## src/rtl/regular_sensor_decoder_if.sv

```systemverilog
// ---------------------------------------------------------------------------
// regular_sensor_decoder_if
// Bundles the sensor-window control, the slot line, the read port and the
// status outputs of regular_sensor_decoder.
//
// Handshake: there is no valid/ready pair. sample_en is a level request,
// taken only while the decoder is idle (busy=0); done is a one-cycle pulse
// marking the end of a window; rd_addr is accepted every cycle and rd_data
// follows one cycle later.
//
// Signals:
//   sample_en     master->slave  start a sample window
//   slot_in       master->slave  wired-OR of all sensor slot lines
//   rd_addr       master->slave  sensor index to read
//   rd_data       slave->master  registered stored value for rd_addr
//   valid_map     slave->master  bit i = sensor i reported
//   collision_map slave->master  bit i = more than one pulse in slot i
//   busy          slave->master  window in progress
//   done          slave->master  one-cycle pulse at window end
//   fsm_state     slave->master  current FSM state (debug)
// ---------------------------------------------------------------------------
interface regular_sensor_decoder_if #(
    parameter int SLOT_W = 4,
    parameter int DATA_W = 8
);
    logic                     sample_en;
    logic                     slot_in;
    logic [SLOT_W-1:0]        rd_addr;
    logic [DATA_W-1:0]        rd_data;
    logic [(1<<SLOT_W)-1:0]   valid_map;
    logic [(1<<SLOT_W)-1:0]   collision_map;
    logic                     busy;
    logic                     done;
    logic [0:0]               fsm_state;

    modport master (
        output sample_en, slot_in, rd_addr,
        input  rd_data, valid_map, collision_map, busy, done, fsm_state
    );

    modport slave (
        input  sample_en, slot_in, rd_addr,
        output rd_data, valid_map, collision_map, busy, done, fsm_state
    );
endinterface

```

## src/rtl/regular_sensor_decoder.sv

```systemverilog
// ---------------------------------------------------------------------------
// regular_sensor_decoder
// Time-slot sensor decoder. A window of SLOTS*FRAMES cycles is opened by
// sample_en. Each cycle belongs to one slot (cycle mod SLOTS) and one frame
// (cycle div SLOTS). A sensor reports its value by pulsing the shared slot
// line in its own slot during the frame equal to that value; the first pulse
// per slot is stored, further pulses in that slot flag a collision.
//
// Ports:
//   clk_division  single clock, rising edge
//   rst           synchronous, active-high reset
//   bus           regular_sensor_decoder_if.slave (see interface header)
// ---------------------------------------------------------------------------
module regular_sensor_decoder #(
    parameter int SLOT_W = 4,
    parameter int DATA_W = 8
) (
    input logic                     clk_division,
    input logic                     rst,
    regular_sensor_decoder_if.slave bus
);
    localparam int SLOTS = 1 << SLOT_W;

    localparam logic [0:0] IDLE   = 1'b0;
    localparam logic [0:0] SAMPLE = 1'b1;

    localparam logic [SLOT_W-1:0] SLOT_LAST  = '1;
    localparam logic [DATA_W-1:0] FRAME_LAST = '1;

    logic [0:0]        state;
    logic [SLOT_W-1:0] slot_cnt;
    logic [DATA_W-1:0] frame_cnt;
    logic [SLOTS-1:0]  valid_map;
    logic [SLOTS-1:0]  collision_map;
    logic [DATA_W-1:0] values [SLOTS];
    logic [DATA_W-1:0] rd_data;
    logic              done;

    // Last cycle of the window: final slot of the final frame.
    logic last_cycle;
    assign last_cycle = (slot_cnt == SLOT_LAST) && (frame_cnt == FRAME_LAST);

    always_ff @(posedge clk_division) begin
        if (rst) begin
            state         <= IDLE;
            slot_cnt      <= '0;
            frame_cnt     <= '0;
            valid_map     <= '0;
            collision_map <= '0;
            rd_data       <= '0;
            done          <= 1'b0;
            for (int i = 0; i < SLOTS; i++) begin
                values[i] <= '0;
            end
        end else begin
            done    <= 1'b0;
            // Read port reads the array as it stood before this edge.
            rd_data <= values[bus.rd_addr];

            case (state)
                IDLE: begin
                    // slot_in is ignored here; results hold until a new start.
                    if (bus.sample_en) begin
                        state         <= SAMPLE;
                        slot_cnt      <= '0;
                        frame_cnt     <= '0;
                        valid_map     <= '0;
                        collision_map <= '0;
                        for (int i = 0; i < SLOTS; i++) begin
                            values[i] <= '0;
                        end
                    end
                end

                SAMPLE: begin
                    // First pulse in a slot wins; later ones only mark a collision.
                    if (bus.slot_in) begin
                        if (!valid_map[slot_cnt]) begin
                            values[slot_cnt]    <= frame_cnt;
                            valid_map[slot_cnt] <= 1'b1;
                        end else begin
                            collision_map[slot_cnt] <= 1'b1;
                        end
                    end

                    slot_cnt <= slot_cnt + 1'b1;
                    if (slot_cnt == SLOT_LAST) begin
                        frame_cnt <= frame_cnt + 1'b1;
                    end

                    if (last_cycle) begin
                        state     <= IDLE;
                        slot_cnt  <= '0;
                        frame_cnt <= '0;
                        done      <= 1'b1;
                    end
                end

                default: state <= IDLE;
            endcase
        end
    end

    assign bus.rd_data       = rd_data;
    assign bus.valid_map     = valid_map;
    assign bus.collision_map = collision_map;
    assign bus.busy          = (state == SAMPLE);
    assign bus.done          = done;
    assign bus.fsm_state     = state;
endmodule
```

## src/flat_wrapper.sv

```systemverilog
// flat-port wrapper written by rule: the top's interface ports become plain ports
module regular_sensor_decoder_flat 
#(
    parameter int SLOT_W = 4,
    parameter int DATA_W = 8
)
  (clk_division, rst, bus_sample_en, bus_slot_in, bus_rd_addr, bus_rd_data, bus_valid_map, bus_collision_map, bus_busy, bus_done, bus_fsm_state);
  regular_sensor_decoder_if #(.SLOT_W(SLOT_W), .DATA_W(DATA_W)) bus_i ();
  input logic clk_division;
  input logic rst;
  input wire logic [$bits(bus_i.sample_en)-1:0] bus_sample_en;
  input wire logic [$bits(bus_i.slot_in)-1:0] bus_slot_in;
  input wire logic [$bits(bus_i.rd_addr)-1:0] bus_rd_addr;
  output wire logic [$bits(bus_i.rd_data)-1:0] bus_rd_data;
  output wire logic [$bits(bus_i.valid_map)-1:0] bus_valid_map;
  output wire logic [$bits(bus_i.collision_map)-1:0] bus_collision_map;
  output wire logic [$bits(bus_i.busy)-1:0] bus_busy;
  output wire logic [$bits(bus_i.done)-1:0] bus_done;
  output wire logic [$bits(bus_i.fsm_state)-1:0] bus_fsm_state;
  assign bus_i.sample_en = bus_sample_en;
  assign bus_i.slot_in = bus_slot_in;
  assign bus_i.rd_addr = bus_rd_addr;
  assign bus_rd_data = bus_i.rd_data;
  assign bus_valid_map = bus_i.valid_map;
  assign bus_collision_map = bus_i.collision_map;
  assign bus_busy = bus_i.busy;
  assign bus_done = bus_i.done;
  assign bus_fsm_state = bus_i.fsm_state;
  regular_sensor_decoder #(.SLOT_W(SLOT_W), .DATA_W(DATA_W)) u_core (.clk_division(clk_division), .rst(rst), .bus(bus_i));
endmodule
```

## config.mk

```make
export PLATFORM = sky130hd
export DESIGN_NAME = regular_sensor_decoder_flat
export DESIGN_NICKNAME = d
export VERILOG_FILES = /design/src/rtl/regular_sensor_decoder_if.sv /design/src/rtl/regular_sensor_decoder.sv /design/src/flat_wrapper.sv
export SDC_FILE = /design/constraint.sdc
export NUM_CORES = 1
export LEC_CHECK = 0
export BUFFER_PORTS_ARGS = -buffer_cell sky130_fd_sc_hd__clkbuf_2
export CORE_UTILIZATION = 55
export CTS_CLUSTER_SIZE = 8
export DETAILED_ROUTE_END_ITERATION = 6
export PLACE_DENSITY = 0.73
export SLEW_MARGIN = 20
export SYNTH_ARGS = -nofsm -noshare
export SYNTH_HDL_FRONTEND = slang
export SYNTH_SLANG_ARGS = --single-unit
export TNS_END_PERCENT = 5
```

## constraint.sdc

```tcl
create_clock -name clk_division -period 3.44 [get_ports clk_division]
set_input_delay 0.688 -clock clk_division [delete_from_list [all_inputs] [get_ports clk_division]]
set_output_delay 0.688 -clock clk_division [all_outputs]
set_load 0.02 [all_outputs]
```

-- Word level (Yosys, flattened, before mapping)
Memories as Yosys holds them, arrays and structs flattened. A register that Yosys moved wholly into a read port is not among the register bits.
Cells that the tools add are included.
- muxes and demuxes: 51
- equality and inequality tests: 7
- bitwise operators: 19
- order comparisons: 2
- add/subtract/negate cells: 2
- reduce and logical (&&, ||, !) cells: 7
- operators with widths (operator ; count):
    $mux 8 ; 20
    $mux 16 ; 5
    $pmux 16 s2 ; 2
    $or 16x16->16 ; 2
    $mux 1 ; 16
    $or 1x1->1 ; 16
    $pmux 8 s2 ; 1
    $mux 4 ; 3
    $add 8x1->8 const B ; 1
    $eq 8x8->1 const B ; 1
    $ne 2x2->1 const B ; 4
    $pmux 4 s2 ; 1
    $reduce_or 8->1 ; 1
    $reduce_and 3->1 ; 2
    $lt 4x5->1 const B ; 1
    $add 4x1->4 const B ; 1
    $bmux 1 s4 ; 1
    $demux 1 s4 ; 1
    $eq 4x4->1 const B ; 1
    $ge 4x1->1 const B ; 1
    $ne 3x3->1 const B ; 1
    $logic_and 1x1->1 ; 2
    $pmux 1 s2 ; 1
    $reduce_and 2->1 ; 1
    other kinds (2) ; 2
- output and inout port bits: 43
- memories: 1
- bits in registers: 46
- memory bits (writable): 128
- memory list (memory ; depth ; bits a word ; read ports ; clocked after memory_dff ; write ports ; RTL line ; RTL):
    u_core.values ; 16 ; 8 ; 1 ; 1 ; 16 ; regular_sensor_decoder.sv:35 ; logic [DATA_W-1:0] values [SLOTS];

-- Depth between registers and ports, before layout
- depth after elaboration: 9
- depth in mapped cells: 8
- mapped depth without buffers: 5

-- Worst setup path after synthesis
Ideal clock, no wire load.
- path kind: reg-to-reg
- from: register u_core.slot_cnt[1]
- to: memory u_core.values[7][0], enable pin
- path buffers: 2
- arrival: 2.122 ns
- path slack: 0.920 ns
- data required time: 3.042 ns
- stages on the path, launching flop included: 7
- period minus slack after synthesis: 2.520 ns
- path through: dfxtp_1 buf_4 mux2i_1 a32o_1 a221oi_4 buf_4 o41ai_1
- RTL lines (item ; RTL line ; RTL):
    start, declared ; regular_sensor_decoder.sv:31 ; logic [SLOT_W-1:0] slot_cnt;
    start signal, assigned ; regular_sensor_decoder.sv:86 ; slot_cnt <= slot_cnt + 1'b1;
    end, declared ; regular_sensor_decoder.sv:35 ;

==> run summary <==
Final hold violation count: 0
Final Skew: 11.32 ps
Placed Area: 8807 um2
Crit path arrival time: 2860 ps
Slew margin rel.: 34.51%
CP required: 3620 ps
Top post-synthesis cells by area: edfxtp_1 (46%), dfxtp_1 (13%), mux4_2 (8.6%)
Ys flop type: edfxtp_1
Syn_area_per_cell: 12.38 um2
HPWL Detailed: 13.22 mm
Yosys top cell area share: 45.94%
Wire length on met3: 1.862 mm
Critical Path Fanout Max: 48
M1 WL: 8.427 mm
CP Launch Type: register
Cell area after synthesis: 8367 um2
Syn nets: 689
FMAX: 372.8 MHz
Count leader, synth: edfxtp_1
Total wire length: 20.04 mm
Routed Antenna Nets: 0
Status: complete, no violations
Min cycle time layout: 2682 ps
Clk buf depth: 2
Via count: 5883
Async SR Flop Fraction: 0%
Mapped Cells: 676
Power Density: 506.4 nW/um2
RSZ-0062 raised after global routing: no
Leak pwr: 3.257 nW
Die Y: 125.3 um
FF+latch count, synth: 182
Fin cells: 909
Routed vias/inst: 6.472
Final setup TNS: 0 ps
CP Capture Type: register
Share of cells above drive strength 1: 21.66%
Period utilization: 77.98%
# setup viols final: 0
Vias in the first global route: 5554
Placed Cells: 877
Root Driver: clkbuf_16
Met2 Wirelength: 9.416 mm
Highest Signal Layer: met4
DRC violations left: 0
Area occupied by multi-input gates: 3097 um2
Fill cells: 1078
Layout overhead on the synthesized area: 12.28%
Hold-fix buffers, CTS: 0
Finished Cell Area: 9394 um2
Initial antenna violation count: 0
Total inserted antenna cells: 0
Slew @ Worst Pin: 980.9 ps
H-tree Lvls: 4
Die area: 15710 um2
Distinct cell type count of the synthesized netlist: 43
Clk sinks: 182
First-pass GRT wire length: 31.97 mm
Post-CTS Setup Bufs: 0
FF/Latch Area: 4925 um2
Die width: 125.3 um
Clk slew on worst S/H paths: 70 ps
TritonCTS buffer count: 17
Seq/Total Area, Yosys: 58.86%
IO Port Bufs: 50
WS Path Type: reg2reg
CTS tree: built
Post-DR wirelength/cell: 22.05 um
Maximum VDD drop: 0.0003047 V
Clk_lat worst skew: 440 ps
Hold crit path type: reg2reg
Starting Density: 56.92%
CTS resizes: 0
GPL Wtd Cong: 0.8354
Number of max-cap violations: 0
I/O pins: 51
Largest net degree at the start of global routing: 89
Synth area leader: edfxtp_1
DRT iter0 DRCs: 650
Yosys warnings: 0
EDFF count, synth: 128
GRT overflow: 0
Placeable Area: 14700 um2
# nets final: 725
Iteration count of the initial detailed-routing pass: 7
Hold_ws: 467.4 ps
Max-slew violation count: 0
# rows: 44
GRT Total Usage: 27.10%
Top post-synthesis cells by count: edfxtp_1 (128), nand2_1 (76), nor3_1 (67), dfxtp_1 (54), o21ai_0 (36)
## worst max-delay path: stages, from the launching register on
cell and delay (ps):
dfxtp_1 620, buf_4 260, mux2i_1 270, nand2_1 110, and4_2 390, buf_12 260, nor4_1 470
## final cells by class
| class | instances | area share [%] |
|---|---|---|
| clock inverters | 9 | 0.6526 |
| clock buffers | 23 | 5.541 |
| flip-flops and latches | 182 | 52.42 |
| inverters | 6 | 0.2397 |
| repair buffers | 85 | 5.727 |
| multi-input cells | 420 | 32.96 |
| well taps | 184 | 2.451 |
## final timing paths
kind,end,cells after the start,from,slack [ps]
setup / recovery,u_core.values[11][0]$_SDFFCE_PN0P_,6,u_core.slot_cnt[2]$_SDFFE_PP0P_,760
hold reg to reg,u_core.bus.collision_map[0]$_SDFFE_PP0P_,1,u_core.bus.collision_map[0]$_SDFFE_PP0P_,470
hold / removal,u_core.bus.collision_map[0]$_SDFFE_PP0P_,1,u_core.bus.collision_map[0]$_SDFFE_PP0P_,470
setup reg to reg,u_core.values[11][0]$_SDFFCE_PN0P_,6,u_core.slot_cnt[2]$_SDFFE_PP0P_,760
## state kept, by name (all words and copies together), names as in the netlist
signal / cells
u_core.slot_cnt: 4
u_core.bus.collision_map: 16
u_core.bus.busy: 1
u_core.values: 128
u_core.bus.rd_data: 8
u_core.bus.valid_map: 16
u_core.bus.done: 1
u_core.frame_cnt: 8
## cell usage in the layout, fill, tap and decap left out, types with 8 or more instances in the layout
| master | instances |
|---|---|
| edfxtp_1 | 128 |
| nand2_1 | 76 |
| nor3_1 | 67 |
| dfxtp_1 | 54 |
| clkbuf_2 | 50 |
| o21ai_0 | 36 |
| nor4b_1 | 34 |
| buf_4 | 33 |
| mux4_2 | 32 |
| nor2_1 | 30 |
| nand3_1 | 21 |
| clkbuf_16 | 19 |
| mux2i_1 | 18 |
| a32o_1 | 17 |
| nor2b_1 | 12 |
| and4b_1 | 9 |
| nor4_1 | 8 |
| a21oi_1 | 8 |
## per-stage QoR
| step | worst slack (ps) | util (%) | total power, mW |
|---|---|---|---|
| after floorplan | 919.6 | - | 2.789 |
| after global placement | 847.2 | 59.92 | 2.898 |
| after detailed placement | 661.6 | 59.92 | 2.910 |
| after CTS | 651.5 | 63.87 | 4.762 |
| after global routing | 547.3 | 63.91 | 4.886 |
| final | 757.5 | 63.91 | 4.757 |
## where the power goes
group,switching [mW],internal (mW)
registers,0.0331,2.43
clock network,0.817,1.07
logic,0.261,0.142
total,1.11,3.65
## per-layer routing
layer	vias up	global-route usage, %
met1	2855	39.25
met4	0	8.393
met2	330	41.60
li1	2665	-
met3	33	5.349
met5	-	0
## logic make-up after synthesis
kind of cell    count (synthesis)  synth area share, %
buf+inv                        74                4.352
fa+ha+maj                       5               0.7477
compound gates                 83                6.924
xor+xnor                        6               0.6281
mux                            50                10.77
flops                         182                58.86
simple gates                  276                17.72
(Power assumes the default switching activity.)
